File: src/rtl/xif_coproc_tracker_if.sv
// Issue/register/commit/result handshake bundle between the CPU and the coprocessor
// tracker, plus the dispatch and completion ports toward the execution unit.
interface xif_coproc_tracker_if #(
  parameter int unsigned IdWidth   = 3,
  parameter int unsigned DataWidth = 64
);
  logic                   issue_valid_i;
  logic                   issue_ready_o;
  logic [IdWidth-1:0]     issue_id_i;
  logic [4:0]             issue_rd_i;
  logic                   dec_accept_i;
  logic                   dec_writeback_i;
  logic                   issue_accept_o;
  logic                   issue_writeback_o;
  logic                   register_valid_i;
  logic                   register_ready_o;
  logic [IdWidth-1:0]     register_id_i;
  logic [2*DataWidth-1:0] register_rs_i;
  logic                   commit_valid_i;
  logic [IdWidth-1:0]     commit_id_i;
  logic                   commit_kill_i;
  logic                   exec_valid_o;
  logic                   exec_ready_i;
  logic [IdWidth-1:0]     exec_id_o;
  logic [2*DataWidth-1:0] exec_rs_o;
  logic                   done_valid_i;
  logic [IdWidth-1:0]     done_id_i;
  logic [DataWidth-1:0]   done_data_i;
  logic                   done_exc_i;
  logic [5:0]             done_exccode_i;
  logic                   result_valid_o;
  logic                   result_ready_i;
  logic [IdWidth-1:0]     result_id_o;
  logic [DataWidth-1:0]   result_data_o;
  logic [4:0]             result_rd_o;
  logic                   result_we_o;
  logic                   result_exc_o;
  logic [5:0]             result_exccode_o;
  logic                   proto_err_o;

  modport slave (
    input  issue_valid_i, issue_id_i, issue_rd_i, dec_accept_i, dec_writeback_i,
    input  register_valid_i, register_id_i, register_rs_i,
    input  commit_valid_i, commit_id_i, commit_kill_i,
    input  exec_ready_i,
    input  done_valid_i, done_id_i, done_data_i, done_exc_i, done_exccode_i,
    input  result_ready_i,
    output issue_ready_o, issue_accept_o, issue_writeback_o, register_ready_o,
    output exec_valid_o, exec_id_o, exec_rs_o,
    output result_valid_o, result_id_o, result_data_o, result_rd_o, result_we_o,
    output result_exc_o, result_exccode_o, proto_err_o
  );

  modport master (
    output issue_valid_i, issue_id_i, issue_rd_i, dec_accept_i, dec_writeback_i,
    output register_valid_i, register_id_i, register_rs_i,
    output commit_valid_i, commit_id_i, commit_kill_i,
    output exec_ready_i,
    output done_valid_i, done_id_i, done_data_i, done_exc_i, done_exccode_i,
    output result_ready_i,
    input  issue_ready_o, issue_accept_o, issue_writeback_o, register_ready_o,
    input  exec_valid_o, exec_id_o, exec_rs_o,
    input  result_valid_o, result_id_o, result_data_o, result_rd_o, result_we_o,
    input  result_exc_o, result_exccode_o, proto_err_o
  );
endinterface

File: src/rtl/xif_coproc_tracker.sv
// In-order tracker for offloaded instructions: joins operands with commit/kill,
// dispatches committed work in order and returns results in issue order.
module xif_coproc_tracker #(
  parameter int unsigned NrEntries = 4,
  parameter int unsigned IdWidth   = 3,
  parameter int unsigned DataWidth = 64
) (
  input logic                clk_i,
  input logic                rst_i,
  xif_coproc_tracker_if.slave xif
);
  localparam int unsigned PtrW = $clog2(NrEntries);
  typedef logic [PtrW-1:0] ptr_t;
  typedef logic [PtrW:0]   cnt_t;

  typedef struct packed {
    logic                   valid;
    logic [IdWidth-1:0]     id;
    logic [4:0]             rd;
    logic                   we;
    logic                   ops_v;
    logic [2*DataWidth-1:0] rs;
    logic                   commit_v;
    logic                   kill;
    logic                   disp;
    logic                   done;
    logic [DataWidth-1:0]   data;
    logic                   exc;
    logic [5:0]             exccode;
  } entry_t;

  entry_t table_q [NrEntries];
  entry_t table_d [NrEntries];
  ptr_t   head_q, head_d, disp_q, disp_d, tail_q, tail_d;
  cnt_t   count_q, count_d;
  logic   proto_err_q, proto_err_d;

  entry_t head_e, disp_e, new_e;
  logic   alloc, disp_go, disp_skip, exec_fire, res_valid, retire;
  logic   reg_hit, done_hit, issue_dup;

  assign head_e    = table_q[head_q];
  assign disp_e    = table_q[disp_q];
  assign alloc     = xif.issue_valid_i & xif.issue_ready_o & xif.dec_accept_i;
  assign disp_go   = disp_e.valid & disp_e.ops_v & disp_e.commit_v & ~disp_e.kill & ~disp_e.disp;
  assign disp_skip = disp_e.valid & disp_e.kill & ~disp_e.disp;
  assign exec_fire = disp_go & xif.exec_ready_i;
  assign res_valid = head_e.valid & head_e.done & ~head_e.kill;
  // A killed head frees immediately; a completed head waits for the CPU to take it.
  assign retire    = (head_e.valid & head_e.kill) | (res_valid & xif.result_ready_i);

  assign xif.issue_ready_o     = ~rst_i & (count_q != cnt_t'(NrEntries));
  assign xif.issue_accept_o    = xif.dec_accept_i;
  assign xif.issue_writeback_o = xif.dec_accept_i & xif.dec_writeback_i;
  assign xif.register_ready_o  = 1'b1;
  assign xif.exec_valid_o      = disp_go;
  assign xif.exec_id_o         = disp_go ? disp_e.id : '0;
  assign xif.exec_rs_o         = disp_go ? disp_e.rs : '0;
  assign xif.result_valid_o    = res_valid;
  assign xif.result_id_o       = res_valid ? head_e.id : '0;
  assign xif.result_data_o     = res_valid ? head_e.data : '0;
  assign xif.result_rd_o       = res_valid ? head_e.rd : '0;
  assign xif.result_we_o       = res_valid & head_e.we & ~head_e.exc;
  assign xif.result_exc_o      = res_valid & head_e.exc;
  assign xif.result_exccode_o  = res_valid ? head_e.exccode : '0;
  assign xif.proto_err_o       = proto_err_q;

  always_comb begin
    // NOTE: every next-state variable starts from its current value so no path leaves one unassigned (no latches).
    table_d     = table_q;
    head_d      = head_q;
    disp_d      = disp_q;
    tail_d      = tail_q;
    proto_err_d = proto_err_q;
    reg_hit     = 1'b0;
    done_hit    = 1'b0;
    issue_dup   = 1'b0;
    new_e       = '0;

    for (int i = 0; i < int'(NrEntries); i++) begin
      if (table_q[i].valid && table_q[i].id == xif.issue_id_i) issue_dup = 1'b1;
      if (xif.register_valid_i && table_q[i].valid && !table_q[i].ops_v &&
          table_q[i].id == xif.register_id_i) begin
        table_d[i].ops_v = 1'b1;
        table_d[i].rs    = xif.register_rs_i;
        reg_hit          = 1'b1;
      end
      if (xif.commit_valid_i && table_q[i].valid && table_q[i].id == xif.commit_id_i) begin
        table_d[i].commit_v = 1'b1;
        if (xif.commit_kill_i) table_d[i].kill = 1'b1;
      end
      if (xif.done_valid_i && table_q[i].valid && table_q[i].disp && !table_q[i].done &&
          table_q[i].id == xif.done_id_i) begin
        table_d[i].done    = 1'b1;
        table_d[i].data    = xif.done_data_i;
        table_d[i].exc     = xif.done_exc_i;
        table_d[i].exccode = xif.done_exccode_i;
        done_hit           = 1'b1;
      end
    end
    if ((xif.register_valid_i && !reg_hit) || (xif.done_valid_i && !done_hit)) proto_err_d = 1'b1;

    if (exec_fire) table_d[disp_q].disp = 1'b1;
    if (exec_fire || disp_skip) disp_d = disp_q + ptr_t'(1);

    if (retire) begin
      table_d[head_q].valid = 1'b0;
      head_d                = head_q + ptr_t'(1);
    end

    if (alloc) begin
      new_e.valid     = 1'b1;
      new_e.id        = xif.issue_id_i;
      new_e.rd        = xif.issue_rd_i;
      new_e.we        = xif.dec_writeback_i;
      table_d[tail_q] = new_e;
      tail_d          = tail_q + ptr_t'(1);
    end

    count_d = count_q + cnt_t'(alloc) - cnt_t'(retire);
  end

  always_ff @(posedge clk_i or posedge rst_i) begin
    if (rst_i) begin
      // NOTE: the table is small, so it is cleared entirely rather than just its valid bits; no stale fields survive a reset.
      for (int i = 0; i < int'(NrEntries); i++) table_q[i] <= '0;
      head_q      <= '0;
      disp_q      <= '0;
      tail_q      <= '0;
      count_q     <= '0;
      proto_err_q <= 1'b0;
    end else begin
      // NOTE: state updates use non-blocking assignments only, so every flop samples pre-edge values.
      table_q     <= table_d;
      head_q      <= head_d;
      disp_q      <= disp_d;
      tail_q      <= tail_d;
      count_q     <= count_d;
      proto_err_q <= proto_err_d;
    end
  end

  a_issue_id_unique: assert property (@(posedge clk_i) disable iff (rst_i) alloc |-> !issue_dup);
  a_done_dispatched: assert property (@(posedge clk_i) disable iff (rst_i) xif.done_valid_i |-> done_hit);
endmodule

File: src/flat_wrapper.sv
// flat-port wrapper written by rule: the top's interface ports become plain ports
module xif_coproc_tracker_flat 
#(
  parameter int unsigned NrEntries = 4,
  parameter int unsigned IdWidth   = 3,
  parameter int unsigned DataWidth = 64
)
  (clk_i, rst_i, xif_issue_valid_i, xif_issue_id_i, xif_issue_rd_i, xif_dec_accept_i, xif_dec_writeback_i, xif_register_valid_i, xif_register_id_i, xif_register_rs_i, xif_commit_valid_i, xif_commit_id_i, xif_commit_kill_i, xif_exec_ready_i, xif_done_valid_i, xif_done_id_i, xif_done_data_i, xif_done_exc_i, xif_done_exccode_i, xif_result_ready_i, xif_issue_ready_o, xif_issue_accept_o, xif_issue_writeback_o, xif_register_ready_o, xif_exec_valid_o, xif_exec_id_o, xif_exec_rs_o, xif_result_valid_o, xif_result_id_o, xif_result_data_o, xif_result_rd_o, xif_result_we_o, xif_result_exc_o, xif_result_exccode_o, xif_proto_err_o);
  xif_coproc_tracker_if #(.IdWidth(IdWidth), .DataWidth(DataWidth)) xif_i ();
  input logic clk_i;
  input logic rst_i;
  input wire logic [$bits(xif_i.issue_valid_i)-1:0] xif_issue_valid_i;
  input wire logic [$bits(xif_i.issue_id_i)-1:0] xif_issue_id_i;
  input wire logic [$bits(xif_i.issue_rd_i)-1:0] xif_issue_rd_i;
  input wire logic [$bits(xif_i.dec_accept_i)-1:0] xif_dec_accept_i;
  input wire logic [$bits(xif_i.dec_writeback_i)-1:0] xif_dec_writeback_i;
  input wire logic [$bits(xif_i.register_valid_i)-1:0] xif_register_valid_i;
  input wire logic [$bits(xif_i.register_id_i)-1:0] xif_register_id_i;
  input wire logic [$bits(xif_i.register_rs_i)-1:0] xif_register_rs_i;
  input wire logic [$bits(xif_i.commit_valid_i)-1:0] xif_commit_valid_i;
  input wire logic [$bits(xif_i.commit_id_i)-1:0] xif_commit_id_i;
  input wire logic [$bits(xif_i.commit_kill_i)-1:0] xif_commit_kill_i;
  input wire logic [$bits(xif_i.exec_ready_i)-1:0] xif_exec_ready_i;
  input wire logic [$bits(xif_i.done_valid_i)-1:0] xif_done_valid_i;
  input wire logic [$bits(xif_i.done_id_i)-1:0] xif_done_id_i;
  input wire logic [$bits(xif_i.done_data_i)-1:0] xif_done_data_i;
  input wire logic [$bits(xif_i.done_exc_i)-1:0] xif_done_exc_i;
  input wire logic [$bits(xif_i.done_exccode_i)-1:0] xif_done_exccode_i;
  input wire logic [$bits(xif_i.result_ready_i)-1:0] xif_result_ready_i;
  output wire logic [$bits(xif_i.issue_ready_o)-1:0] xif_issue_ready_o;
  output wire logic [$bits(xif_i.issue_accept_o)-1:0] xif_issue_accept_o;
  output wire logic [$bits(xif_i.issue_writeback_o)-1:0] xif_issue_writeback_o;
  output wire logic [$bits(xif_i.register_ready_o)-1:0] xif_register_ready_o;
  output wire logic [$bits(xif_i.exec_valid_o)-1:0] xif_exec_valid_o;
  output wire logic [$bits(xif_i.exec_id_o)-1:0] xif_exec_id_o;
  output wire logic [$bits(xif_i.exec_rs_o)-1:0] xif_exec_rs_o;
  output wire logic [$bits(xif_i.result_valid_o)-1:0] xif_result_valid_o;
  output wire logic [$bits(xif_i.result_id_o)-1:0] xif_result_id_o;
  output wire logic [$bits(xif_i.result_data_o)-1:0] xif_result_data_o;
  output wire logic [$bits(xif_i.result_rd_o)-1:0] xif_result_rd_o;
  output wire logic [$bits(xif_i.result_we_o)-1:0] xif_result_we_o;
  output wire logic [$bits(xif_i.result_exc_o)-1:0] xif_result_exc_o;
  output wire logic [$bits(xif_i.result_exccode_o)-1:0] xif_result_exccode_o;
  output wire logic [$bits(xif_i.proto_err_o)-1:0] xif_proto_err_o;
  assign xif_i.issue_valid_i = xif_issue_valid_i;
  assign xif_i.issue_id_i = xif_issue_id_i;
  assign xif_i.issue_rd_i = xif_issue_rd_i;
  assign xif_i.dec_accept_i = xif_dec_accept_i;
  assign xif_i.dec_writeback_i = xif_dec_writeback_i;
  assign xif_i.register_valid_i = xif_register_valid_i;
  assign xif_i.register_id_i = xif_register_id_i;
  assign xif_i.register_rs_i = xif_register_rs_i;
  assign xif_i.commit_valid_i = xif_commit_valid_i;
  assign xif_i.commit_id_i = xif_commit_id_i;
  assign xif_i.commit_kill_i = xif_commit_kill_i;
  assign xif_i.exec_ready_i = xif_exec_ready_i;
  assign xif_i.done_valid_i = xif_done_valid_i;
  assign xif_i.done_id_i = xif_done_id_i;
  assign xif_i.done_data_i = xif_done_data_i;
  assign xif_i.done_exc_i = xif_done_exc_i;
  assign xif_i.done_exccode_i = xif_done_exccode_i;
  assign xif_i.result_ready_i = xif_result_ready_i;
  assign xif_issue_ready_o = xif_i.issue_ready_o;
  assign xif_issue_accept_o = xif_i.issue_accept_o;
  assign xif_issue_writeback_o = xif_i.issue_writeback_o;
  assign xif_register_ready_o = xif_i.register_ready_o;
  assign xif_exec_valid_o = xif_i.exec_valid_o;
  assign xif_exec_id_o = xif_i.exec_id_o;
  assign xif_exec_rs_o = xif_i.exec_rs_o;
  assign xif_result_valid_o = xif_i.result_valid_o;
  assign xif_result_id_o = xif_i.result_id_o;
  assign xif_result_data_o = xif_i.result_data_o;
  assign xif_result_rd_o = xif_i.result_rd_o;
  assign xif_result_we_o = xif_i.result_we_o;
  assign xif_result_exc_o = xif_i.result_exc_o;
  assign xif_result_exccode_o = xif_i.result_exccode_o;
  assign xif_proto_err_o = xif_i.proto_err_o;
  xif_coproc_tracker #(.NrEntries(NrEntries), .IdWidth(IdWidth), .DataWidth(DataWidth)) u_core (.clk_i(clk_i), .rst_i(rst_i), .xif(xif_i));
endmodule
File: config.mk
export PLATFORM = sky130hd
export DESIGN_NAME = xif_coproc_tracker_flat
export DESIGN_NICKNAME = d
export VERILOG_FILES = /design/src/rtl/xif_coproc_tracker_if.sv /design/src/rtl/xif_coproc_tracker.sv /design/src/flat_wrapper.sv
export SDC_FILE = /design/constraint.sdc
export NUM_CORES = 2
export LEC_CHECK = 0
export CORE_MARGIN = 2
export CORE_UTILIZATION = 40
export DETAILED_ROUTE_END_ITERATION = 8
export SYNTH_ARGS = -nofsm -noshare
export SYNTH_HDL_FRONTEND = slang
export SYNTH_SLANG_ARGS = --single-unit
File: constraint.sdc
create_clock -name clk_i -period 29.6 [get_ports clk_i]
set_clock_uncertainty 0.05 [all_clocks]
set_input_delay 5.92 -clock clk_i [delete_from_list [all_inputs] [get_ports clk_i]]
set_output_delay 5.92 -clock clk_i [all_outputs]
set_load 0.1 [all_outputs]
**After elaboration in Yosys (flattened, before gate mapping)**

Index checks and enable logic that the tools add are counted.

- Magnitude comparators: 6
- Add/sub/neg operators: 5
- Eq/ne operators: 13
- Bitwise gates (word level): 27
- Reductions and logical operators: 53
- Muxes and demuxes: 48

Operator list:

| kind | number |
|---|---|
| bitwise mux 856 bit | 3 |
| 2-to-1 mux 856 bit | 3 |
| demux 214 bit (select 2 bit) | 3 |
| 2-to-1 mux 214 bit | 6 |
| binary-select mux 214 bit (select 2 bit) | 2 |
| 2-to-1 mux 129 bit | 4 |
| 2-to-1 mux 72 bit | 4 |
| 2-to-1 mux 128 bit | 1 |
| 2-to-1 mux 73 bit | 1 |
| 2-to-1 mux 64 bit | 1 |
| logical AND 1 bit | 41 |
| equality test 3 bit | 12 |
| AND 1 bit | 18 |
| 2-to-1 mux 1 bit | 12 |
| logical NOT 1 bit | 10 |
| >= comparator 3 bit (second input constant) | 3 |
| < comparator 3 x 1 -> 1 bit (second input constant) | 3 |
| inverter 2 -> 3 bit | 3 |
| 2-to-1 mux 2 bit | 4 |
| adder 2 x 1 -> 2 bit (second input constant) | 3 |
| 2-to-1 mux 3 bit | 2 |
| 2-to-1 mux 6 bit | 1 |
| 2-to-1 mux 5 bit | 1 |
| inverter 1 bit | 5 |
| other kinds (5) | 6 |

- Input bits: 227
- Bits in registers: 866
- Output and inout bits: 218
- Word-level logic and storage cells: 209

**Logic depth before layout (Yosys ltp)**

- Depth in word-level cells: 14
- Depth in mapped cells: 11
- Gate-level depth less buffers: 10

**Worst setup path before layout**

No wires, ideal clock.

- Path type: input port to output port
- Start: input port rst_i
- End: output port xif_issue_ready_o
- Data arrival time: 7404 ps
- Data required time: 23630 ps
- Stages on the path: 1
- Path buffers: 0
- Slack: 16226 ps
- Path through: a21oi_1

- Longest elaborated chain between the ends: 2

Ends and longest elaborated chain:

| what | RTL line | source |
|---|---|---|
| from (decl) | flat_wrapper.sv:11 | `input logic rst_i;` |
| inverter 1 bit | xif_coproc_tracker.sv:52 | `assign xif.issue_ready_o = ~rst_i & (count_q != cnt_t'(NrEntries));` |
| AND 1 bit | xif_coproc_tracker.sv:52 |  |
| to (decl) | flat_wrapper.sv:30 | `output wire logic [$bits(xif_i.issue_ready_o)-1:0] xif_issue_ready_o;` |

No other way between the ends.

**Worst setup path in the final report**

- Start: input port xif_dec_writeback_i
- End: output port xif_issue_writeback_o

- Longest elaborated chain between the ends: 1

Ends and longest elaborated chain:

| what | RTL line | source |
|---|---|---|
| from (decl) | flat_wrapper.sv:16 | `input wire logic [$bits(xif_i.dec_writeback_i)-1:0] xif_dec_writeback_i;` |
| AND 1 bit | xif_coproc_tracker.sv:54 | `assign xif.issue_writeback_o = xif.dec_accept_i & xif.dec_writeback_i;` |
| to (decl) | flat_wrapper.sv:32 | `output wire logic [$bits(xif_i.issue_writeback_o)-1:0] xif_issue_writeback_o;` |

No other way between the ends.

==> summary.txt <==
Clock tree
  – Post-CTS setup buffers: 0
  – Clk slew on worst S/H paths: 0.06 ns
  – CTS Sinks: 866
  – CTS Buf Count: 96
  – Latest clock arrival within the worst-skew pair: 0.67 ns
  – Clock tree buffer depth: 3
  – TritonCTS clock tree: yes
  – Count of hold-fix buffers inserted at cts: 0
  – CTS resizes: 0
  – Htree depth: 3
  – Clk root buf: clkbuf_16

Global route
  – First-pass GRT wire length: 201.7 mm
  – Antenna violations before repair: 38
  – Vias in the first global route: 32.89k
  – Grt ovf: 0
  – Largest net degree at the start of global routing: 161
  – Overall Global Routing Usage: 0.2518

Place
  – Post-DP HPWL: 74.13 mm
  – Dpl cells: 5771
  – Port bufs: 443
  – GP Congestion: 0.7854

Drt
  – Routed WL: 132.9 mm
  – Detail Route Antenna Nets: 0
  – Router iterations before antenna repair: 8
  – Post-DR wirelength/cell: 22.30 µm
  – DRC: 0
  – Vias post-DR: 32.55k
  – Starting DRC count in detailed routing: 2682
  – Vias per cell: 5.462

Worst setup path
  – Worst setup SP type: input port
  – Worst setup path class: input port to primary output
  – Worst R2R Path Depth: 11
  – Crit path launch: xif_dec_writeback_i
  – Worst path required time: 23.63 ns
  – Crit-path max FO: 5
  – Worst setup EP type: primary output
  – Worst R2R Start: u_core.head_q[1]$_DFFE_PP0N_
  – Crit path DAT: 7.80 ns

Flow run
  – Max-Cap Viols: 0

Yosys
  – Synth top area share: 0.5286
  – Number of distinct library cells after synthesis: 38
  – EDFF count, synth: 0
  – Synth area leader: dfrtp_1
  – Area share of fa/ha/maj cells after synthesis: 0.004761
  – Largest family of logic cells by synthesized area: simple AND/OR/NAND/NOR gates
  – Register area share after synthesis: 0.5286
  – Synthesis-stage register bit count: 866
  – Synth warnings: 0
  – Top cells by area, synth: dfrtp_1, nand2_1, mux4_2, a21oi_1, and2_1
  – Synthesized area per cell: 9.612 µm²
  – Post-Syn Area: 40990 µm²
  – Post-Synthesis Cells: 4265
  – Compound-Gate Fraction of Synth Area: 0.1001
  – Syn_nets: 4507
  – Post-synthesis mux area share: 0.1298
  – Ys async rst share: 1.000
  – Main flop type after synthesis: dfrtp_1
  – Post-synthesis xor/xnor area fraction: 0.008546
  – Simple-Gate Fraction of Synth Area: 0.1902

Power
  – Lkg Pwr: 20.60 nW
  – Worst VDD drop: 74.64 µV
  – Pwr Density: 89.17 nW/µm²
  – Total power draw: 0.004409 W

Timing
  – Hold WS: 0.4254 ns
  – Final min period: 13.77 ns
  – Final setup fails: 0
  – Pins Over Slew Limit: 0
  – RSZ-0062 raised after global routing: false
  – Worst slew margin: 0.2024
  – Worst-Margin Slew: 1.193 ns
  – Final period util: 0.4654
  – Max Clock Freq: 0.07260 GHz
  – Final hold vios: 0
  – TNS Setup: 0 ns

Cells and area
  – Post-route insts no fill: 5959
  – Commonest non-fill, non-tap cells in the layout: nand2_1, dfrtp_1, a21oi_1
  – Final core occ: 0.4859
  – Syn-to-layout area delta: 20.60%
  – Nets: 4743
  – Layout cell share with drive strength beyond 1: 0.1049
  – Most common cell after layout, fill and taps aside: nand2_1

Floorplan
  – Die area: 105100 µm²
  – Cell Rows: 117
  – Vert. Die Dim: 324.1 µm
  – Initial Utilization: 0.4029
  – Core box area: 101700 µm²
  – Die Wd: 324.1 µm
  – # IOs: 445

Hold path
  – Worst hold path stage count: 1
  – Hold Startpoint: u_core.count_q[2]$_DFF_PP0_
  – Hold crit path type: flop to flop

Outcome
  – Outcome: complete, no violations
-- layer usage --
| metal | global-route usage | wire (µm) | vias up |
|---|---|---|---|
| met3 | 0.04689 | 8759 | 224 |
| li1 | - | - | 14659 |
| met1 | 0.3416 | 56640 | 16526 |
| met2 | 0.4099 | 64020 | 1104 |
| met4 | 0.07984 | 3243 | 36 |
| met5 | 0 | 221 | - |
-- synthesized netlist by cell type (all sizes together) (4+ instances only) --
library cell,count
nor2b,81
and2,136
ha,14
and3,4
nand4,4
mux2,37
nand2b,5
nand3,8
a21o,4
nor3,8
a31oi,4
mux4,216
xnor2,27
nand2,1606
xor2,13
and4b,4
inv,12
buf,142
a21oi,804
clkbuf,218
nor2,33
and4,4
mux2i,4
dfrtp,866
-- flip-flops by register name, indices dropped and copies added, names as in the netlist --
signal                  cells
u_core.count_q              3
u_core.disp_q               2
u_core.head_q               2
u_core.table_q            856
u_core.tail_q               2
u_core.xif.proto_err_o      1
-- logic make-up (layout without fill, tap and decap cells) --
| logic type | Yosys count | in the layout |
|---|---|---|
| XOR/XNOR | 40 | 40 |
| adder cells (fa/ha/maj) | 15 | 15 |
| flip-flops | 866 | 866 |
| AND/OR/NAND/NOR | 1898 | 1898 |
| AO/OA/AOI/OAI | 816 | 816 |
| other | 1 | 17 |
| multiplexers | 257 | 257 |
| buffers and inverters | 372 | 682 |
-- metrics by stage --
stage,worst slack [ns],cell area (µm²)
2_1_floorplan,11.73,41000
3_3_place_gp,15.77,46170
3_5_place_dp,15.80,46170
4_1_cts,15.80,49400
5_1_grt,15.78,49420
6_report,15.83,49440
-- path summary, 6_finish.rpt --
| check | end | slack [ns] |
|---|---|---|
| max | xif_issue_writeback_o | 15.83 |
| min | u_core.count_q[2]$_DFF_PP0_ | 0.43 |
| max reg2reg | u_core.count_q[2]$_DFF_PP0_ | 25.46 |
| min reg2reg | u_core.count_q[2]$_DFF_PP0_ | 0.43 |
| max in group asynchronous | u_core.table_q[331]$_DFF_PP0_ | 19.62 |
| min in group asynchronous | u_core.count_q[2]$_DFF_PP0_ | 5.62 |
-- worst max-delay path: stages --
cell and delay [ns]:
clkdlybuf4s50_1 0.59, and2_1 0.16, clkdlybuf4s50_1 1.13
-- where the power goes --
group          switching [W]  internal [W]  leakage [nW]
combinational       0.000745      0.000617          7.37
clock               0.000501      0.000728          1.59
sequential          0.000268       0.00155          11.6
total                0.00151       0.00289          20.6
-- layout make-up --
| cell class | count | area [µm²] |
|---|---|---|
| diodes | 16 | 40.04 |
| clock buffers | 143 | 2821 |
| clock inverters | 29 | 406.6 |
| fillers | 9511 | 52300 |
| inverters | 12 | 48.80 |
| multi-input cells | 3027 | 17850 |
| flip-flops and latches | 866 | 21690 |
| well taps | 1368 | 1712 |
| repair buffers | 498 | 4870 |
(Power assumes the default switching activity.)
